File: config.mk
export PLATFORM = sky130hd
export DESIGN_NAME = pipeline_stall_ctrl
export DESIGN_NICKNAME = d
export VERILOG_FILES = /design/src/rtl/pipeline_stall_ctrl_pkg.sv /design/src/rtl/pipeline_stall_ctrl_ex_hold_counter.sv /design/src/rtl/pipeline_stall_ctrl.sv
export SDC_FILE = /design/constraint.sdc
export NUM_CORES = 1
export LEC_CHECK = 0
export BUFFER_PORTS_ARGS = -buffer_cell sky130_fd_sc_hd__buf_4
export CORE_UTILIZATION = 48
export DETAILED_ROUTE_END_ITERATION = 8
export PLACE_DENSITY = 0.77
export SLEW_MARGIN = 0
export SYNTH_ARGS = -nofsm -noshare
export SYNTH_HDL_FRONTEND = slang
export SYNTH_HIERARCHICAL = 1
export SYNTH_SLANG_ARGS = --single-unit
File: constraint.sdc
create_clock -name clock -period 2.8 [get_ports clock]
set_input_delay 0.28 -clock clock [delete_from_list [all_inputs] [get_ports clock]]
set_output_delay 0.28 -clock clock [all_outputs]
set_load 0.02 [all_outputs]
File: src/rtl/pipeline_stall_ctrl_pkg.sv
// Shared stall-bus encodings, FSM state codes and default sizes for the stall controller.
// Bus bit order: 0=pc, 1=if, 2=id, 3=ex, 4=mem, 5=wb.
package pipeline_stall_ctrl_pkg;

  localparam int DEF_STALL_WIDTH    = 6;
  localparam int DEF_HOLD_CNT_WIDTH = 6;
  localparam int DEF_WDOG_LIMIT     = 1024;

  localparam logic [DEF_STALL_WIDTH-1:0] STALL_NONE = 6'b000000;
  localparam logic [DEF_STALL_WIDTH-1:0] STALL_IF   = 6'b000011;
  localparam logic [DEF_STALL_WIDTH-1:0] STALL_ID   = 6'b000111;
  localparam logic [DEF_STALL_WIDTH-1:0] STALL_EX   = 6'b001111;
  localparam logic [DEF_STALL_WIDTH-1:0] STALL_MEM  = 6'b011111;

  typedef enum logic {
    ST_RUN   = 1'b0,
    ST_FLUSH = 1'b1
  } state_t;

  // Each request freezes its own stage and everything upstream; OR-ing lets the deepest stage win.
  function automatic logic [DEF_STALL_WIDTH-1:0] merge_stall(
    input logic if_req,
    input logic id_req,
    input logic ex_req,
    input logic mem_req
  );
    logic [DEF_STALL_WIDTH-1:0] m;
    m = STALL_NONE;
    if (if_req)  m = m | STALL_IF;
    if (id_req)  m = m | STALL_ID;
    if (ex_req)  m = m | STALL_EX;
    if (mem_req) m = m | STALL_MEM;
    return m;
  endfunction

endpackage

File: src/rtl/pipeline_stall_ctrl_ex_hold_counter.sv
// Down-counter timing EX multi-cycle holds: loads on an accepted start, decrements while MEM
// is not stalling, and drives the EX stall request for the start cycle and while nonzero.
module pipeline_stall_ctrl_ex_hold_counter
  import pipeline_stall_ctrl_pkg::*;
#(
  parameter int HOLD_CNT_WIDTH = DEF_HOLD_CNT_WIDTH
) (
  input  logic                      clock,
  input  logic                      reset,
  input  logic                      clear,
  input  logic                      start,
  input  logic [HOLD_CNT_WIDTH-1:0] cycles,
  input  logic                      freeze,
  output logic                      busy,
  output logic                      ex_req
);

  logic [HOLD_CNT_WIDTH-1:0] cnt;
  logic                      load;

  // A start during an active hold or with zero cycles is dropped.
  assign load   = start && (cycles != '0) && (cnt == '0);
  assign busy   = (cnt != '0);
  assign ex_req = load || busy;

  always_ff @(posedge clock) begin
    if (reset || clear) begin
      cnt <= '0;
    end else if (load) begin
      cnt <= cycles;
    end else if (busy && !freeze) begin
      cnt <= cnt - 1'b1;
    end
  end

endmodule

File: src/rtl/pipeline_stall_ctrl.sv
// Merges per-stage stall requests into the stall bus, sequences a one-cycle flush on exception,
// and runs a sticky watchdog on consecutive stalled cycles. stall/flush/new_pc are zero-latency.
module pipeline_stall_ctrl
  import pipeline_stall_ctrl_pkg::*;
#(
  parameter int STALL_WIDTH    = DEF_STALL_WIDTH,
  parameter int HOLD_CNT_WIDTH = DEF_HOLD_CNT_WIDTH,
  parameter int WDOG_LIMIT     = DEF_WDOG_LIMIT
) (
  input  logic                      clock,
  input  logic                      reset,
  input  logic                      if_stall_req,
  input  logic                      id_stall_req,
  input  logic                      mem_stall_req,
  input  logic                      ex_hold_start,
  input  logic [HOLD_CNT_WIDTH-1:0] ex_hold_cycles,
  input  logic                      flush_req,
  input  logic [31:0]               flush_target_pc,
  output logic [STALL_WIDTH-1:0]    stall,
  output logic                      flush,
  output logic [31:0]               new_pc,
  output logic                      ex_hold_busy,
  output logic                      wdog_timeout
);

  localparam int                WCNT_W   = $clog2(WDOG_LIMIT);
  localparam logic [WCNT_W-1:0] WCNT_MAX = WCNT_W'(WDOG_LIMIT - 1);

  state_t            state;
  logic              run;
  logic              flush_now;
  logic              pass_reqs;
  logic              mem_active;
  logic              ex_req;
  logic              stalling;
  logic [31:0]       new_pc_q;
  logic [WCNT_W-1:0] wcnt;

  assign run        = (state == ST_RUN);
  assign flush_now  = run && flush_req;
  // The FLUSH cycle passes no stalls so the handler fetch can proceed.
  assign pass_reqs  = run && !flush_req;
  assign mem_active = pass_reqs && mem_stall_req;

  pipeline_stall_ctrl_ex_hold_counter #(
    .HOLD_CNT_WIDTH(HOLD_CNT_WIDTH)
  ) u_ex_hold (
    .clock  (clock),
    .reset  (reset),
    .clear  (flush_now),
    .start  (run && ex_hold_start),
    .cycles (ex_hold_cycles),
    .freeze (mem_active),
    .busy   (ex_hold_busy),
    .ex_req (ex_req)
  );

  always_comb begin
    stall = '0;
    if (pass_reqs) begin
      stall = STALL_WIDTH'(merge_stall(if_stall_req, id_stall_req, ex_req, mem_stall_req));
    end
  end

  assign stalling = (stall != '0);
  assign flush    = flush_now;
  assign new_pc   = flush_now ? flush_target_pc : new_pc_q;

  always_ff @(posedge clock) begin
    if (reset) begin
      state    <= ST_RUN;
      new_pc_q <= '0;
    end else begin
      case (state)
        ST_RUN: begin
          if (flush_req) begin
            state    <= ST_FLUSH;
            new_pc_q <= flush_target_pc;
          end
        end
        default: state <= ST_RUN;
      endcase
    end
  end

  // wcnt equals the number of preceding consecutive stalled cycles, saturating at LIMIT-1.
  always_ff @(posedge clock) begin
    if (reset) begin
      wcnt         <= '0;
      wdog_timeout <= 1'b0;
    end else begin
      if (flush_now || !stalling) begin
        wcnt <= '0;
      end else if (wcnt < WCNT_MAX) begin
        wcnt <= wcnt + 1'b1;
      end
      if (stalling && (wcnt >= WCNT_MAX)) begin
        wdog_timeout <= 1'b1;
      end
    end
  end

endmodule

==> flow_summary.rst <==
.. list-table::
   :header-rows: 1

   * - Metric
     - Value
   * - Result of the run
     - completed
   * - Clock tree from TritonCTS
     - yes
   * - Post-CTS resize count
     - 0
   * - Worst Setup End Kind
     - output pin
   * - Clock tree buffer depth
     - 2
   * - Clock latency on the worst-skew pair
     - 290 ps
   * - Leading post-synthesis cells by cell area
     - sky130_fd_sc_hd__dfxtp_1, sky130_fd_sc_hd__mux2_2, sky130_fd_sc_hd__and2_1
   * - Max Transition Viols Final
     - 0
   * - Ys Warns
     - 6
   * - Prevailing post-synth register cell
     - sky130_fd_sc_hd__dfxtp_1
   * - Number of nets produced by synthesis
     - 275
   * - Max_cap viols
     - 0
   * - Largest net degree at the start of global routing
     - 35
   * - Number of register bits inferred by synthesis
     - 50
   * - Reported leakage power
     - 1.32 nW
   * - Top sig layer
     - met4
   * - Post-layout net count
     - 354
   * - R2R setup slack
     - 590 ps
   * - RSZ-0062 raised after global routing
     - no
   * - Startpoint type of the worst setup path
     - flip-flop
   * - Placement-stage cell area
     - 0.00287 mm^2
   * - Routed wl met2
     - 1960 um
   * - DRC violation count after routing
     - 0
   * - Cells after DPL
     - 351
   * - Hold violation count in the final report
     - 0
   * - Mean number of vias per cell
     - 5.11
   * - Final design area excluding fillers
     - 0.00295 mm^2
   * - DRT Pass-1 Iters
     - 4
   * - Least-Margin Pin Slew
     - 820 ps
   * - Distinct cell type count after synthesis
     - 44
   * - Area of the core
     - 0.00441 mm^2
   * - Number of synthesized flops with an enable pin
     - 0
   * - Number of setup violations in the final report
     - 0
   * - Sequential share of the synthesized area
     - 0.449
   * - Depth of the worst register-to-register path
     - 8
   * - Total routing resource utilization after global routing
     - 0.186
   * - Number of antenna violations at the first check in global routing
     - 0
   * - Crit path capture
     - stall[1]
   * - H-tree levels
     - 2
   * - Overflow left after global routing
     - 0
   * - Setup TNS
     - 0 ps
   * - Wire length per cell
     - 12.4 um
   * - Async set or reset register ratio after synthesis
     - 0
   * - Number of buffers added by the clock tree synthesis step
     - 5
   * - Post-synthesis average cell area
     - 9.83 um^2
   * - Final hold slack
     - 166 ps
   * - Clock slew seen by the registers of the worst setup and hold paths
     - 80 ps
   * - Fin cells
     - 358
   * - Final HPWL from detailed placement
     - 3280 um
   * - Launching point of the worst reg2reg path
     - u_ex_hold/cnt[0]
   * - Setup clock skew after layout
     - 3.98 ps
   * - Worst-case vdd ir drop
     - 0.000351 V
   * - Endpoint of the most critical register-to-register path
     - wcnt[5]
   * - Leading cell type in the layout, fill and taps excluded
     - sky130_fd_sc_hd__buf_4
   * - Input/output buffers
     - 84
   * - DIE AREA
     - 0.00492 mm^2
   * - Clock Tree Root
     - sky130_fd_sc_hd__clkbuf_8
   * - Via total after detailed routing
     - 1831
   * - Ant. Diodes
     - 0
   * - Maximum fanout count along the critical path
     - 6
   * - Ratio of cells with drive above 1 in the final layout
     - 0.418
   * - Total wire length after detailed routing
     - 4440 um
   * - Number of global-route vias before repair
     - 1703
   * - Post-CTS setup buffers
     - 0
   * - Fmax
     - 431 MHz
   * - Relative max-transition margin
     - 0.453
   * - Count of clock tree sinks
     - 50
   * - Area leader, netlist
     - sky130_fd_sc_hd__dfxtp_1
   * - DRT met1 WL
     - 2040 um
   * - Summed instance area of the synthesized netlist
     - 0.00223 mm^2
   * - Iter 0 DRT Violations
     - 108
   * - Power Density
     - 659 mW/mm^2
   * - Row cnt
     - 24
   * - Area Growth Syn to Fin
     - 32.2%
   * - CP Data Required Time
     - 2520 ps
   * - Starting density of the core
     - 0.505
   * - Hold WC Path Type
     - in -> reg
   * - Antenna viol nets, final
     - 0
   * - Commonest cells after routing, fill and taps aside
     - sky130_fd_sc_hd__buf_4, sky130_fd_sc_hd__dfxtp_1, sky130_fd_sc_hd__and2_1, sky130_fd_sc_hd__mux2_2, sky130_fd_sc_hd__nor2_1
   * - Die Y-Extent
     - 70.2 um
   * - Critical Path Source
     - u_ex_hold/cnt[2]
   * - Number of ports placed on the die boundary
     - 86
   * - RePlAce Congestion
     - 0.860
   * - Die Span X
     - 70.2 um
   * - First-pass GRT wire length
     - 7410 um
   * - Post-cts hold buffer count
     - 0
   * - Portion of synthesized cell area occupied by the leading cell type
     - 0.449
   * - CP Data Arrival Time
     - 2040 ps
   * - Synthesized netlist cell count
     - 227
   * - Type of the worst setup path
     - reg -> out
   * - Portion of the clock cycle consumed by the worst path in the final layout
     - 0.828
   * - Final critical path time including I/O delays and setup
     - 2320 ps
   * - Detail Route met3 WL
     - 385 um
-- worst min-delay path by stage --
| stage | endpoint | depth (start not counted) | startpoint | slack [ps] |
|---|---|---|---|---|
| finish | wdog_timeout | 2 | reset | 170 |
| global route | wdog_timeout | 2 | reset | 150 |
| CTS | wdog_timeout | 2 | reset | 150 |
| detailed placement | wdog_timeout | 2 | reset | 470 |
| global placement | wdog_timeout | 2 | wdog_timeout | 450 |
| floorplan | wdog_timeout | 1 | reset | 350 |
-- routing by layer --
metal,global-route usage,vias up
li1,-,935
met1,0.249,825
met2,0.276,65
met3,0.0707,6
met4,0.0578,0
met5,0,-
-- flip-flops by register name, summed over array words and instances (netlist names) --
register,flops
wcnt,10
new_pc_q,32
state,1
wdog_timeout,1
u_ex_hold/cnt,6
-- kinds of logic (layout without fill, tap and decap cells) --
family,after synthesis,in the layout,synth area share
xor gates and xnor gates,5,5,0.0196
other,1,1,0.00168
muxes,34,34,0.171
DFF,50,50,0.449
AOI/OAI and AO/OA,23,23,0.0735
adders and majority gates,3,3,0.0168
and+or+nand+nor,91,91,0.225
buffers and inverters,20,99,0.0443
-- synth_stat cells (all sizes together), types with 2 or more instances --
master and instances:
a21oi 6, a31oi 4, and2 33, and3 2, buf 8, clkbuf 6, dfxtp 50, ha 3
inv 6, mux2 32, mux2i 2, nand2 13, nand3 3, nor2 15, nor2b 3, nor3 9
nor4 2, o2111ai 2, or3 3, or4 3, xnor2 3, xor2 2
-- critical path, stage by stage (launching register included) --
cell and delay (ps):
sky130_fd_sc_hd__dfxtp_1 360, sky130_fd_sc_hd__nor3_2 330, sky130_fd_sc_hd__and3_1 250, sky130_fd_sc_hd__nand2_1 100, sky130_fd_sc_hd__nor4_1 350, sky130_fd_sc_hd__nor3_1 170, sky130_fd_sc_hd__buf_4 190
-- stage by stage --
step / util / power (mW) / worst slack [ps]
2_1_floorplan: - / 1.35 / 678
3_3_place_gp: 0.651 / 1.57 / 661
3_5_place_dp: 0.651 / 1.57 / 614
4_1_cts: 0.668 / 1.96 / 505
5_1_grt: 0.668 / 2.07 / 283
6_report: 0.668 / 1.94 / 481
-- layout make-up --
cell class                 count  area [um^2]
clock buffer                   7         76.3
inverter                       6         22.5
tap                           52         65.1
sequential                    50         1000
multi-input combinational    157         1140
timing repair buffer          86          646
fill                         374         1470
-- power by group --
group,switching [mW],internal [mW]
sequential,0.0524,0.782
combinational,0.386,0.344
clock,0.207,0.172
Power figures use the tool's default switching activity.
